[config.mk]
export PLATFORM = sky130hd
export DESIGN_NAME = wash_seq_ctrl
export DESIGN_NICKNAME = d
export VERILOG_FILES = /design/src/rtl/wash_seq_ctrl.sv
export SDC_FILE = /design/constraint.sdc
export NUM_CORES = 1
export LEC_CHECK = 0
export CORE_AREA = 2 2 76 78
export DETAILED_ROUTE_END_ITERATION = 6
export DIE_AREA = 0 0 78 80
export PLACE_DENSITY = 0.65
export SYNTH_ARGS = -nofsm -noshare
export SYNTH_HDL_FRONTEND = slang
export SYNTH_SLANG_ARGS = --single-unit
[constraint.sdc]
create_clock -name sysclk -period 2.8 [get_ports sysclk]
set_clock_uncertainty 0.2 [all_clocks]
set_input_delay 0.42 -clock sysclk [delete_from_list [all_inputs] [get_ports sysclk]]
set_output_delay 0.42 -clock sysclk [all_outputs]
set_load 0.05 [all_outputs]
[src/rtl/wash_seq_ctrl.sv]
// Washing-machine phase sequencer: IDLE -> WASH -> RINSE -> SPIN -> DONE -> IDLE.
// Optional duty soft-start ramp enabled by defining WASH_SOFT_START_EN.
module wash_seq_ctrl #(
  parameter int unsigned TICK_DIV    = 100000,
  parameter int unsigned WASH_TICKS  = 3000,
  parameter int unsigned RINSE_TICKS = 2000,
  parameter int unsigned SPIN_TICKS  = 4000
) (
  input  logic        sysclk,
  input  logic        i_rst_n,
  input  logic        i_start,
  input  logic        i_stop,
  output logic [1:0]  o_pwm_duty,
  output logic [2:0]  o_state,
  output logic [13:0] o_remain,
  output logic        o_busy,
  output logic        o_done
);

  localparam logic [2:0] ST_IDLE  = 3'd0;
  localparam logic [2:0] ST_WASH  = 3'd1;
  localparam logic [2:0] ST_RINSE = 3'd2;
  localparam logic [2:0] ST_SPIN  = 3'd3;
  localparam logic [2:0] ST_DONE  = 3'd4;

  localparam int unsigned       PW        = $clog2(TICK_DIV);
  localparam logic [PW-1:0]     PRESC_MAX = PW'(TICK_DIV - 1);
  localparam logic [13:0]       WASH_LEN  = 14'(WASH_TICKS);
  localparam logic [13:0]       RINSE_LEN = 14'(RINSE_TICKS);
  localparam logic [13:0]       SPIN_LEN  = 14'(SPIN_TICKS);

  logic [2:0]    state_q, state_d;
  logic [1:0]    duty_q, duty_d;
  logic [13:0]   remain_q, remain_d;
  logic [PW-1:0] presc_q, presc_d;
  logic          start_prev_q, start_prev_d;
  logic          busy_q, busy_d;
  logic          done_q, done_d;

  logic          start_edge;
  logic          tick;
  logic [1:0]    target;

  function automatic logic [1:0] duty_target(input logic [2:0] st);
    case (st)
      ST_WASH:  duty_target = 2'd1;
      ST_RINSE: duty_target = 2'd2;
      ST_SPIN:  duty_target = 2'd3;
      default:  duty_target = 2'd0;
    endcase
  endfunction

  function automatic logic is_run(input logic [2:0] st);
    is_run = (st == ST_WASH) || (st == ST_RINSE) || (st == ST_SPIN);
  endfunction

  always_comb begin
    state_d      = state_q;
    remain_d     = remain_q;
    presc_d      = presc_q;
    start_prev_d = i_start;
    start_edge   = i_start && !start_prev_q;
    tick         = busy_q && (presc_q == PRESC_MAX);

    if (i_stop) begin
      state_d  = ST_IDLE;
      remain_d = '0;
      presc_d  = '0;
    end else begin
      case (state_q)
        ST_IDLE: begin
          if (start_edge) begin
            state_d  = ST_WASH;
            remain_d = WASH_LEN;
            presc_d  = '0;
          end
        end
        ST_WASH, ST_RINSE, ST_SPIN: begin
          if (tick) begin
            presc_d = '0;
            if (remain_q == 14'd1) begin
              case (state_q)
                ST_WASH:  begin state_d = ST_RINSE; remain_d = RINSE_LEN; end
                ST_RINSE: begin state_d = ST_SPIN;  remain_d = SPIN_LEN;  end
                default:  begin state_d = ST_DONE;  remain_d = '0;        end
              endcase
            end else if (remain_q != '0) begin
              remain_d = remain_q - 14'd1;
            end
          end else begin
            presc_d = presc_q + PW'(1);
          end
        end
        default: begin
          state_d  = ST_IDLE;
          remain_d = '0;
          presc_d  = '0;
        end
      endcase
    end

    busy_d = is_run(state_d);
    done_d = (state_d == ST_DONE);
    target = duty_target(state_d);

`ifdef WASH_SOFT_START_EN
    // A phase entry keeps the running duty (at least 1) and climbs one step per tick;
    // anything above the new target drops straight to it.
    duty_d = duty_q;
    if (!busy_d) begin
      duty_d = '0;
    end else if (state_d != state_q) begin
      duty_d = (duty_q == '0) ? 2'd1 : duty_q;
      if (duty_d > target) duty_d = target;
    end else if (tick && (duty_q < target)) begin
      duty_d = duty_q + 2'd1;
    end else if (duty_q > target) begin
      duty_d = target;
    end
`else
    duty_d = target;
`endif
  end

  always_ff @(posedge sysclk or negedge i_rst_n) begin
    if (!i_rst_n) begin
      state_q      <= ST_IDLE;
      duty_q       <= '0;
      remain_q     <= '0;
      presc_q      <= '0;
      start_prev_q <= 1'b0;
      busy_q       <= 1'b0;
      done_q       <= 1'b0;
    end else begin
      state_q      <= state_d;
      duty_q       <= duty_d;
      remain_q     <= remain_d;
      presc_q      <= presc_d;
      start_prev_q <= start_prev_d;
      busy_q       <= busy_d;
      done_q       <= done_d;
    end
  end

  assign o_state    = state_q;
  assign o_pwm_duty = duty_q;
  assign o_remain   = remain_q;
  assign o_busy     = busy_q;
  assign o_done     = done_q;

endmodule

* Word-level counts from Yosys, hierarchy flattened
Index checks and enable logic that the tools add are counted.
Word-level totals: flip-flop bits (word level) 39, input bits 4, output and inout bits 21, logic and storage cells 48
Cells by class: add/subtract/negate cells 2, equal/unequal tests 12, muxes and demuxes 18, reductions and logical operators 9
Operators with widths (number):
- two-way mux 14 bit | 5
- two-way mux 17 bit | 3
- case mux 17 bit (2 select lines) | 1
- case mux 14 bit (2 select lines) | 1
- case mux 12 bit (2 select lines) | 1
- adder 17 x 1 -> 17 bit, second input constant | 1
- == test 17 bit, second input constant | 1
- == test 14 x 1 -> 1 bit, second input constant | 1
- nonzero test 14 bit | 1
- subtractor 14 x 1 -> 14 bit, second input constant | 1
- == test 3 x 2 -> 1 bit, second input constant | 4
- two-way mux 3 bit | 4
- case mux 3 bit (2 select lines) | 2
- == test 3 x 1 -> 1 bit, second input constant | 2
- != test 3 bit, second input constant | 2
- case mux 2 bit (3 select lines) | 1
- != test 4 bit, second input constant | 1
- == test 3 bit, second input constant | 1
- logical NOT 3 bit | 1
- AND reduction 3 bit | 1
- OR reduction 3 bit | 1
- logical AND 1 bit | 2
- logical OR 1 bit | 2
- logical NOT 1 bit | 1

* Logic depth before layout (Yosys ltp)
Gate-level depths: netlist of run 1.
depth in word-level cells 9, mapped depth 8, depth with buffers taken out 7

* Least setup slack after synthesis of run 1
No wires, ideal clock.
path type register to register, start point reg remain_q[5], in the netlist o_remain[5], end point reg remain_q[4], in the netlist o_remain[4], library setup time 122 ps, arrival time 2217 ps, required time 2478 ps, path slack 261 ps, cell stages (with the launch flop) 7, path buffers 1, clock period less this slack 2539 ps, path through dfrtp_1 -> or3_1 -> buf_2 -> or4_4 -> o21ai_4 -> nor2_4 -> a32o_1
Between the ends: cells in the longest elaborated chain, start to end 5, elaborated cells on any way between the ends 8, classes of those cells 2 x eq/ne; 4 x mux; 2 x reduce/logical
Ends and longest elaborated chain:
- from (decl) | RTL line 34 | logic [13:0] remain_q, remain_d;
- from (signal assigned) | RTL line 137 | remain_q <= remain_d;
- == test 14 x 1 -> 1 bit | RTL line 81 | if (remain_q == 14'd1) begin
- two-way mux 14 bit | RTL line 81
- two-way mux 14 bit | RTL line 79 | if (tick) begin
- case mux 14 bit (2 select lines) | RTL line 70 | case (state_q)
- two-way mux 14 bit | RTL line 65 | if (i_stop) begin
Several ways; a longest one is shown, not always the timed one. The select of a mux whose other input is x is not followed. A chain may end at the register's enable or synchronous reset.

* Worst setup path after layout of run 1
start point reg remain_q[1], in the netlist o_remain[1], end point reg remain_q[10], in the netlist o_remain[10]
Between the ends: cells in the longest elaborated chain, start to end 6, elaborated cells on any way between the ends 10, classes of those cells 1 x add/sub; 2 x eq/ne; 5 x mux; 2 x reduce/logical
Ends and longest elaborated chain:
- subtractor 14 x 1 -> 14 bit | RTL line 88 | remain_d = remain_q - 14'd1;
- two-way mux 14 bit | RTL line 87 | end else if (remain_q != '0) begin
- two-way mux 14 bit | RTL line 81
- two-way mux 14 bit | RTL line 79
- case mux 14 bit (2 select lines) | RTL line 70
- two-way mux 14 bit | RTL line 65
Several ways; a longest one is shown, not always the timed one. The select of a mux whose other input is x is not followed.

==> summary.txt, run 1 <==
Hold-fix buffers, CTS -> 0
DR WL/cell -> 16.8 microns
Place WS -> 137 ps
XOR/XNOR share of the synthesized area -> 5.56%
I/O Pins -> 25
CTS Buffer Depth -> 2
Tot Pwr -> 1.63 mW
Slew Viols, Final -> 0
FP Rows -> 27
Vias per inst -> 5.97
Post-synthesis area per instance -> 9.08 sq um
Post-DP HPWL -> 4.45 mm
Drt total wl -> 6.24 mm
Top cell type's share of synthesized area -> 41.3%
Post-synthesis compound-gate area fraction -> 18.7%
Minimum hold slack -> 33.6 ps
Leakage power -> 1.19 nW
Fin Setup TNS -> 0 ps
CTS-repair resized insts -> 0
Vias after detailed routing -> 2,219
Fin cells -> 372
Final min period -> 2490 ps
Post-synth EDFFs -> 0
GP Congestion -> 0.964
Register area share after synthesis -> 41.3%
Hold/Removal Path Class -> in2async
Cells after DPL -> 364
Worst-Skew Late Latency -> 300 ps
Global-route usage over all layers -> 21.9%
Data required, critical path -> 2770 ps
Synth unique cells -> 56
Synth Area in Simple Gates -> 27.9%
Fmax achieved -> 401 MHz
PD cells -> 559 mW/mm^2
Yosys Warn Count -> 0
Reg2Reg Setup Slack -> 310 ps
Port buffer count -> 24
Maxcap violations -> 0
CP arrival -> 2460 ps
First-pass iteration count of the detailed router -> 4
Share of cells above drive strength 1 -> 13.0%
DIE WIDTH -> 78 microns
Setup Fix Bufs, Post-CTS -> 0
Clock slew at reported path FFs -> 80 ps
Htree depth -> 2
Height of the die -> 80 microns
Max-slew headroom -> 41.6%
Post-synthesis adder-cell area fraction -> 2.12%
Nets -> 307
DIE AREA -> 0.00624 sq mm
Syn nets -> 268
Post-Synthesis Cells -> 260
Post-synthesis mux area share -> 0.848%
Clock sink count -> 39
CTS Buf Count -> 5
Finish-stage setup viols -> 0
Status -> completed
DRC -> 0
Least-Margin Pin Slew -> 877 ps
Largest family of logic cells by synthesized area -> simple AND/OR/NAND/NOR gates
Post-synth top area cell -> dfrtp_1
Final hold vios -> 0
Period Utilization, post-route -> 89.0%
Ys async rst share -> 100%
FF+latch count, synth -> 39
Crit Path Max Fanout -> 7
Antenna diode instance count -> 0
Max VDD drop -> 0.287 mV
Setup ws final -> 309 ps
RSZ-0062 raised after global routing -> no
Antenna violations before repair -> 0
P&R area growth vs syn -> 23.5%
CTS tree -> built
Dominant cells by area after synthesis -> dfrtp_1 41%, nor2_1 4.3%, xor2_1 3.7%, nand3_1 3.2%, nand2_1 2.9%
Ys flop type -> dfrtp_1
Initial core utilization -> 43.7%
First-pass GRT wire length -> 10.8 mm
Startpoint Class -> flip-flop
Crit path kind -> reg2reg
Initial drt markers -> 164
Core Area -> 0.00541 sq mm
Grt ovf -> 0
Largest net degree at the start of global routing -> 40
Post-Syn Area -> 0.00236 sq mm
Vias in the first global route -> 2,200
Root Driver -> clkbuf_8
Routed Antenna Nets -> 0
CP Capture Type -> flip-flop
-- layout make-up --
| class | count | area, sq um |
|---|---|---|
| inverter | 8 | 30.0 |
| multi-input combinational | 201 | 1300 |
| fill | 508 | 2490 |
| tap | 72 | 90.1 |
| sequential | 39 | 976 |
| clock inverter | 2 | 60.1 |
| clock buffer | 6 | 72.6 |
| timing repair buffer | 44 | 385 |
-- cells in the final DEF, fill, tap and decap left out, drive strengths merged, types with 5 or more instances in the layout --
cell type,count
o31ai,5
a21oi,11
inv,8
clkbuf,6
a31oi,7
o21ai,13
xor2,10
buf,21
or3,5
nor4,11
nand4,9
dfrtp,39
nand3,15
clkdlybuf4s50,23
xnor2,5
nor3,7
nand2,19
nor2,28
-- flip-flops by register name, summed over array words and instances (netlist names) --
name and count:
o_pwm_duty 2, presc_q 17, o_busy 1, start_prev_q 1
o_state 3, o_remain 14, o_done 1
-- power breakdown --
| part | leakage, nW | internal [mW] | switching, mW |
|---|---|---|---|
| registers | 0.524 | 0.591 | 0.0451 |
| clock network | 0.0654 | 0.356 | 0.204 |
| logic | 0.603 | 0.158 | 0.275 |
| total | 1.19 | 1.10 | 0.524 |
-- through the flow --
| stage | instance area [sq um] | utilization, % |
|---|---|---|
| after floorplan | 2360 | - |
| after global placement | 2780 | 51.5 |
| after detailed placement | 2780 | 51.5 |
| after CTS | 2920 | 53.9 |
| after global routing | 2920 | 53.9 |
| final | 2920 | 53.9 |
-- cell families (layout without fill, tap and decap cells) --
kind of cell	after synthesis	in the layout
AO/OA/AOI/OAI	62	62
flip-flops	39	39
buffers and inverters	20	60
adder cells (fa/ha/maj)	4	4
multiplexers	2	2
AND/OR/NAND/NOR	118	118
XOR/XNOR	15	15
-- final timing paths --
path                              from            to  cells after the start
max                        o_remain[1]  o_remain[10]                      7
min                            i_rst_n  o_remain[10]                      1
max reg2reg                o_remain[1]  o_remain[10]                      7
min reg2reg                 presc_q[0]    presc_q[0]                      1
max in group asynchronous      i_rst_n    presc_q[0]                      1
min in group sysclk         presc_q[0]    presc_q[0]                      1
-- routing by layer --
metal	vias to the layer above	share of wire [%]	GRT usage, %
met3	13	5.2	4.75
met2	79	46	34.5
met1	1064	46	29.4
met4	0	2.0	8.42
li1	1063	-	-
met5	-	0	0
-- critical path, cell delays in order (launching register included) --
cell and delay, ps:
dfrtp_1 430, inv_1 150, ha_1 170, nor4b_2 250, and4_1 410, nand3_1 240
a211oi_1 350, o22ai_1 150
-- cell usage after synthesis, types with 3 or more instances --
master / count
o21ai_0: 11
and4_1: 3
nand2b_1: 3
inv_1: 8
dfrtp_1: 39
nand2_1: 18
nor4_1: 10
nand4_1: 9
clkbuf_1: 4
and3_1: 4
nand3_1: 15
xor2_1: 10
xnor2_1: 5
o31ai_1: 5
or3_1: 5
nor2_1: 27
ha_1: 4
nand4b_1: 3
a31oi_1: 7
buf_2: 7
a21oi_1: 10
a211oi_1: 4
nor3_1: 6
Power figures use the tool's default switching activity.
==> inputs of run 2 (changes only) <==
--- a/config.mk
+++ b/config.mk
@@ -5,6 +5,7 @@
 export SDC_FILE = /design/constraint.sdc
 export NUM_CORES = 1
 export LEC_CHECK = 0
+export ABC_CLOCK_PERIOD_IN_PS = 2800
 export CORE_AREA = 2 2 76 78
 export DETAILED_ROUTE_END_ITERATION = 6
 export DIE_AREA = 0 0 78 80
==> results of run 2 <==
Final layout, timing and power as in run 1 (identical DEF).
